[src/rtl/ctu_clsp_ckseq_dl.sv]
// Purpose: DRAM clock-enable start/stop sequencer, plus reset/debug-init deassert-edge alignment.
// Latency: every output is a flop. Enables follow the stagger counter; a_*/de_* update one cycle after a request or sync edge.
// Backpressure: none. Requests are single-cycle pulses, and a request that arrives while that path is busy is dropped.
//
// Ports:
//   cmp_gclk, cmp_rst (synchronous, active-high)
//   ckseq_start / ckseq_stop       - one-cycle sequencer start/stop requests
//   dram_sync_edge                 - one-cycle pulse on a dram_gclk/cmp_gclk coincident edge
//   cken_mask[NCH], stagger_cnt[4] - sampled only when a start is accepted
//   grst_req, dbginit_req          - one-cycle reset/debug-init requests
//   start_clk_dl, ctu_*_dram_cken_dl, a_grst_dl, a_dbginit_dl, de_*_dsync_edge_dl - registered outputs
// Optional feature: the CTU_CKSEQ_DBGINIT_EN macro enables the debug-init path.
// When it is undefined, the dbginit outputs tie to 0 and the path has no flops.

module ctu_clsp_ckseq_dl #(
    parameter int NCH = 6  // channel order: ddr0, ddr1, ddr2, ddr3, dram02, dram13
) (
    input  logic           cmp_gclk,
    input  logic           cmp_rst,
    input  logic           ckseq_start,
    input  logic           ckseq_stop,
    input  logic           dram_sync_edge,
    input  logic [NCH-1:0] cken_mask,
    input  logic [3:0]     stagger_cnt,
    input  logic           grst_req,
    input  logic           dbginit_req,
    output logic           start_clk_dl,
    output logic           ctu_ddr0_dram_cken_dl,
    output logic           ctu_ddr1_dram_cken_dl,
    output logic           ctu_ddr2_dram_cken_dl,
    output logic           ctu_ddr3_dram_cken_dl,
    output logic           ctu_dram02_dram_cken_dl,
    output logic           ctu_dram13_dram_cken_dl,
    output logic           a_grst_dl,
    output logic           a_dbginit_dl,
    output logic           de_grst_dsync_edge_dl,
    output logic           de_dbginit_dsync_edge_dl
);

    localparam int              IDXW     = (NCH > 1) ? $clog2(NCH) : 1;
    localparam logic [IDXW-1:0] LAST_IDX = IDXW'(NCH - 1);

    typedef enum logic [2:0] {
        IDLE    = 3'd0,
        SYNC    = 3'd1,
        STAGGER = 3'd2,
        RUN     = 3'd3,
        STOP    = 3'd4
    } state_t;

    state_t          state_q, state_d;
    logic [NCH-1:0]  mask_q;
    logic [NCH-1:0]  cken_q, cken_d;
    logic [3:0]      stag_q;
    logic [3:0]      cnt_q, cnt_d;
    logic [IDXW-1:0] idx_q, idx_d;
    logic            start_clk_q, start_clk_d;
    logic            start_acc;

    // A stop that arrives in the same cycle as a start cancels the start.
    assign start_acc = (state_q == IDLE) && ckseq_start && !ckseq_stop;

    // ---------------- state register and datapath flops ----------------
    always_ff @(posedge cmp_gclk) begin
        if (cmp_rst) begin
            state_q     <= IDLE;
            mask_q      <= '0;
            stag_q      <= '0;
            cken_q      <= '0;
            cnt_q       <= '0;
            idx_q       <= '0;
            start_clk_q <= 1'b0;
        end else begin
            state_q     <= state_d;
            cken_q      <= cken_d;
            cnt_q       <= cnt_d;
            idx_q       <= idx_d;
            start_clk_q <= start_clk_d;
            // Mask and stagger are frozen here so that later changes on the inputs do not disturb a running sequence.
            if (start_acc) begin
                mask_q <= cken_mask;
                stag_q <= stagger_cnt;
            end
        end
    end

    // ---------------- next-state logic ----------------
    always_comb begin
        state_d = state_q;
        case (state_q)
            IDLE:    if (start_acc) state_d = SYNC;
            SYNC: begin
                if (ckseq_stop)          state_d = STOP;
                else if (dram_sync_edge) state_d = STAGGER;
            end
            STAGGER: begin
                if (ckseq_stop)                              state_d = STOP;
                else if (cnt_q == 4'd0 && idx_q == LAST_IDX) state_d = RUN;
            end
            RUN:     if (ckseq_stop) state_d = STOP;
            STOP:    if (dram_sync_edge) state_d = IDLE;
            default: state_d = IDLE;
        endcase
    end

    // ---------------- output / datapath next values ----------------
    always_comb begin
        cken_d      = cken_q;
        cnt_d       = cnt_q;
        idx_d       = idx_q;
        start_clk_d = start_clk_q;
        case (state_q)
            IDLE: begin
                cken_d      = '0;
                start_clk_d = 1'b0;
                cnt_d       = '0;
                idx_d       = '0;
            end
            SYNC: begin
                start_clk_d = 1'b1;
                if (!ckseq_stop && dram_sync_edge) begin
                    idx_d = '0;
                    cnt_d = stag_q;
                end
            end
            STAGGER: begin
                // A stop freezes the enables where they are; the slot that expires in the same cycle is not granted.
                if (!ckseq_stop) begin
                    if (cnt_q == 4'd0) begin
                        // A masked channel still uses up its slot.
                        if (mask_q[idx_q]) cken_d[idx_q] = 1'b1;
                        idx_d = idx_q + IDXW'(1);
                        cnt_d = stag_q;
                    end else begin
                        cnt_d = cnt_q - 4'd1;
                    end
                end
            end
            RUN: begin
            end
            STOP: begin
                if (dram_sync_edge) begin
                    cken_d      = '0;
                    start_clk_d = 1'b0;
                end
            end
            default: begin
                cken_d      = '0;
                start_clk_d = 1'b0;
            end
        endcase
    end

    assign start_clk_dl            = start_clk_q;
    assign ctu_ddr0_dram_cken_dl   = cken_q[0];
    assign ctu_ddr1_dram_cken_dl   = cken_q[1];
    assign ctu_ddr2_dram_cken_dl   = cken_q[2];
    assign ctu_ddr3_dram_cken_dl   = cken_q[3];
    assign ctu_dram02_dram_cken_dl = cken_q[4];
    assign ctu_dram13_dram_cken_dl = cken_q[5];

    // ---------------- reset / debug-init deassert alignment ----------------
    // Each a_* level is held until a dram_sync_edge, and the de_* pulse fires on the cycle after that edge.
    // A sync edge in the same cycle as the request does not release it; the release waits for the next sync edge.
    logic a_grst_q, de_grst_q;
    logic path_busy;

`ifdef CTU_CKSEQ_DBGINIT_EN
    logic a_dbg_q, de_dbg_q;

    assign path_busy = a_grst_q | a_dbg_q;

    always_ff @(posedge cmp_gclk) begin
        if (cmp_rst) begin
            a_dbg_q  <= 1'b0;
            de_dbg_q <= 1'b0;
        end else begin
            de_dbg_q <= 1'b0;
            if (a_dbg_q) begin
                if (dram_sync_edge) begin
                    a_dbg_q  <= 1'b0;
                    de_dbg_q <= 1'b1;
                end
            end else if (dbginit_req && !grst_req && !path_busy) begin
                // If grst is requested in the same cycle, grst is serviced and this request is dropped.
                a_dbg_q <= 1'b1;
            end
        end
    end

    assign a_dbginit_dl             = a_dbg_q;
    assign de_dbginit_dsync_edge_dl = de_dbg_q;
`else
    logic unused_dbginit_req;

    assign unused_dbginit_req       = dbginit_req;
    assign path_busy                = a_grst_q;
    assign a_dbginit_dl             = 1'b0;
    assign de_dbginit_dsync_edge_dl = 1'b0;
`endif

    always_ff @(posedge cmp_gclk) begin
        if (cmp_rst) begin
            a_grst_q  <= 1'b0;
            de_grst_q <= 1'b0;
        end else begin
            de_grst_q <= 1'b0;
            if (a_grst_q) begin
                if (dram_sync_edge) begin
                    a_grst_q  <= 1'b0;
                    de_grst_q <= 1'b1;
                end
            end else if (grst_req && !path_busy) begin
                a_grst_q <= 1'b1;
            end
        end
    end

    assign a_grst_dl             = a_grst_q;
    assign de_grst_dsync_edge_dl = de_grst_q;

endmodule
[config.mk]
export PLATFORM = sky130hd
export DESIGN_NAME = ctu_clsp_ckseq_dl
export DESIGN_NICKNAME = d
export VERILOG_FILES = /design/src/rtl/ctu_clsp_ckseq_dl.sv
export SDC_FILE = /design/constraint.sdc
export NUM_CORES = 1
export LEC_CHECK = 0
export BUFFER_PORTS_ARGS = -buffer_cell sky130_fd_sc_hd__buf_2
export CORE_ASPECT_RATIO = 0.6
export CORE_UTILIZATION = 31
export CTS_BUF_LIST = sky130_fd_sc_hd__clkbuf_16
export DETAILED_ROUTE_END_ITERATION = 10
export PLACE_DENSITY = 0.48
export SLEW_MARGIN = 10
export SYNTH_ARGS = -nofsm -noshare
export SYNTH_HDL_FRONTEND = slang
export SYNTH_SLANG_ARGS = --single-unit
[constraint.sdc]
create_clock -name cmp_gclk -period 2.4 [get_ports cmp_gclk]
set_input_delay 0.48 -clock cmp_gclk [delete_from_list [all_inputs] [get_ports cmp_gclk]]
set_output_delay 0.48 -clock cmp_gclk [all_outputs]
set_load 0.03 [all_outputs]
==> summary.md <==
| Metric | Value |
|---|---|
| I/O pins | 28 |
| Worst vdd ir | about 0.29 mV |
| H-tree levels | 2 |
| Period utilization | 0.844 |
| Finished Layout Cells | 249 |
| PostCTS Resize Cnt | 0 |
| Share of the synthesized area in the top cell type | 0.397 |
| Fin nets | roughly 210 |
| Setup_tns | 0 ns |
| Post-DRT Antenna Nets | 0 |
| Die extent in y | around 55 um |
| Class of the worst hold path | primary input to flop |
| EDFF count, synth | 0 |
| Most area-consuming cells after synthesis | dfxtp_1 40%, mux2i_1 8.9%, nor2_1 5.6%, a21oi_1 4.1%, ha_1 3.4% |
| Worst EP required | 2.60 ns |
| Post-DP HPWL | ~2600 um |
| Rel. slew slack | 0.650 |
| Yosys reg bits | 29 |
| CTS max path bufs | 2 |
| Die area | 5010 sq um |
| Logic gate share of total power | 0.098 |
| GR Layer Usage met2 | 0.210 |
| Inst Count DP | 241 |
| Multiplexer area fraction after synthesis | 0.112 |
| Tmin final | 2.02 ns |
| Hold Buf Count CTS | 0 |
| Largest family of logic cells by synthesized area | compound AO/OA/AOI/OAI gates |
| Clock share of power | 0.515 |
| Area grow syn2layout | 20.8% |
| Gr ovfl total | 0 |
| Setup Fix Bufs, Post-CTS | 0 |
| Number of cells produced by synthesis | around 170 |
| RSZ-0062 raised after global routing | no |
| Total number of vias | approximately 1300 |
| Final setup viols | 0 |
| Clock slew at reported path FFs | 0.05 ns |
| Core area | 4300 sq um |
| Netlist Area Pre-Place | between 1000 and 1500 sq um |
| Met3 usage | 0.0468 |
| IO buf count | 24 |
| Pins Over Slew Limit | 0 |
| Skew final | about 0.005 ns |
| Kind of critical path | flop to flop |
| Vias in the first global route | approximately 1200 |
| Final worst setup slack | around 0.38 ns |
| Num rows | 18 |
| CP max FO | 7 |
| Total power | 0.00134 W |
| Maxcap violations | 0 |
| Worst skew pair latency | about 0.27 ns |
| Syn avg cell area | 8.76 sq um |
| Yosys top cell by area | dfxtp_1 |
| Distinct cells, synth | 37 |
| Dpl ws | about 0.43 ns |
| Status | finished clean |
| Flop pwr share | 0.387 |
| Drt pass-1 iters | 4 |
| Synth Area in XOR/XNOR | 0 |
| Initial antenna violation count | 0 |
| Compound-gate portion of the synthesized area | 0.204 |
| Adder-cell area share of the yosys netlist | 0.0342 |
| Initial core utilization | 0.340 |
| Fillers | between 400 and 500 |
| Fmax | around 490 MHz |
| CTS root buffer | clkbuf_16 |
| CTS buffer count | 5 |
| Ys flop type | dfxtp_1 |
| Pin count of the biggest net entering global routing | 19 |
| Register area share after synthesis | 0.397 |
| DRC viols | 0 |
| Die X | 90.7 um |
| Leak Pwr | around 0.75 nW |
| Top post-synthesis cells by count | 29 x dfxtp_1, 22 x nor2_1, 13 x mux2i_1 |
| Multi-input logic area | 787 sq um |
| Global route hottest layer | met1 |
| Ys Warns | 0 |
| Reg area | just under 600 sq um |
| Switching share of total power | 0.227 |
| CP endpoint kind | flop |
| P per Cell Area | approximately 760 nW/um^2 |
| Final hold violation count | 0 |
| Initial DRC Count | approximately 100 |
| CTS tree | built |
| RD Place Congestion | approximately 0.8 |
| First-pass GRT wire length | slightly below 6000 um |
| Final core occ | 0.411 |
| P_int | slightly above 0.001 W |
| Diodes inserted | 0 |
| GRT Overall Usage | 0.152 |
| Worst-Margin Slew | ~0.52 ns |
| Vias/cell | between 5 and 6 |
| Psw | about 0.0003 W |
| Post-Route WL | 3450 um |
| Most common cell in the netlist | dfxtp_1 |
| Layout cells sized above 1 | 0.201 |
| Async SR Flop Fraction | 0 |
| Routed wire per std cell | roughly 14 um |
| Post-Synth Simple-Gate Area | 0.182 |
| CTS Sinks | 29 |
| WP data arrival | between 2 and 2.5 ns |
| Met1 usage | 0.218 |
| Startpoint Class | flop |
-- logic make-up (layout without fill, tap and decap cells) --
kind of cell,Yosys count,count (layout)
flip-flops,29,29
other,1,2
AND/OR/NAND/NOR,52,52
AO/OA/AOI/OAI,45,45
buffers and inverters,20,41
adder cells (fa/ha/maj),4,4
multiplexers,16,16
-- flip-flops by register name (all words and copies together) (netlist names) --
name,flops
cken_q,6
idx_q,3
start_clk_dl,1
mask_q,6
cnt_q,4
state_q,3
a_grst_dl,1
stag_q,4
de_grst_dsync_edge_dl,1
-- layout by cell type (no fill, tap or decap) --
| master | instances |
|---|---|
| buf_2 | 24 |
| and2_0 | 1 |
| nor2_1 | 22 |
| clkbuf_16 | 5 |
| o221a_2 | 1 |
| nor4b_1 | 1 |
| mux2i_1 | 13 |
| nand3_1 | 5 |
| nand2b_1 | 2 |
| nand4_1 | 2 |
| a32oi_1 | 1 |
| or4b_1 | 1 |
| o211ai_1 | 4 |
| nor4_1 | 1 |
| buf_4 | 1 |
| nor3b_1 | 1 |
| clkinvlp_4 | 1 |
| a21oi_1 | 12 |
| clkinv_1 | 1 |
| nor3_1 | 3 |
| or3b_1 | 2 |
| a31oi_1 | 4 |
| bufinv_16 | 1 |
| and3_2 | 1 |
| inv_1 | 8 |
| mux2_2 | 3 |
| ha_1 | 4 |
| conb_1 | 2 |
| or4_1 | 2 |
| nor2b_1 | 2 |
| dfxtp_1 | 29 |
| o32ai_1 | 1 |
| o21ai_0 | 10 |
| nand2_1 | 4 |
| o41ai_2 | 1 |
| o2bb2ai_1 | 5 |
| o31ai_1 | 2 |
| or3_1 | 2 |
| a21o_1 | 4 |
-- final cells by class --
type	instances	share of cell area
multi-input cells	119	0.445
flip-flops and latches	29	0.329
repair buffers	25	0.0722
clock buffers	5	0.0708
well taps	60	0.0425
clock inverters	3	0.0234
inverters	8	0.0170
-- final timing paths --
kind	startpoint	endpoint	slack, ns	cells after the start
min reg2reg	cken_q[2]$_SDFFE_PP0P_	cken_q[2]$_SDFFE_PP0P_	0.46	1
max reg2reg	cnt_q[0]$_SDFFE_PP0P_	idx_q[2]$_SDFFE_PP0P_	0.38	6
max	cnt_q[0]$_SDFFE_PP0P_	idx_q[2]$_SDFFE_PP0P_	0.38	6
min	cken_mask[0]	mask_q[0]$_SDFFE_PP0P_	0.44	3
-- metrics by stage --
stage / cell area, sq um / hold slack, ns
after global routing: 1770 / 0.449
after global placement: 1600 / 0.443
after detailed placement: 1600 / 0.448
after floorplan: 1470 / 0.458
final: 1770 / 0.439
after CTS: 1770 / 0.434
-- critical path, cell delays in order, from the launching register on --
cell and delay, ns:
dfxtp_1 0.33, inv_1 0.11, ha_1 0.22, nor3b_1 0.42
nor2_1 0.22, or4_1 0.51, a21oi_1 0.15
-- power by group through the flow --
| stage | logic, W | clock network [W] | registers (W) |
|---|---|---|---|
| after floorplan | 0.0000985 | 0 | 0.000525 |
| after global routing | 0.000147 | 0.000729 | 0.000523 |
| after global placement | 0.000126 | 0 | 0.000528 |
| final | 0.000131 | 0.000692 | 0.000520 |
| after CTS | 0.000132 | 0.000708 | 0.000520 |
| after detailed placement | 0.000132 | 0 | 0.000530 |
-- metal layers --
layer  part of all wire  vias to the layer above
li1                   -                      644
met3              0.061                        6
met5                  0                        -
met4              0.014                        0
met1               0.53                      587
met2               0.39                       34
Note: power is estimated with default switching activity, not from simulation.
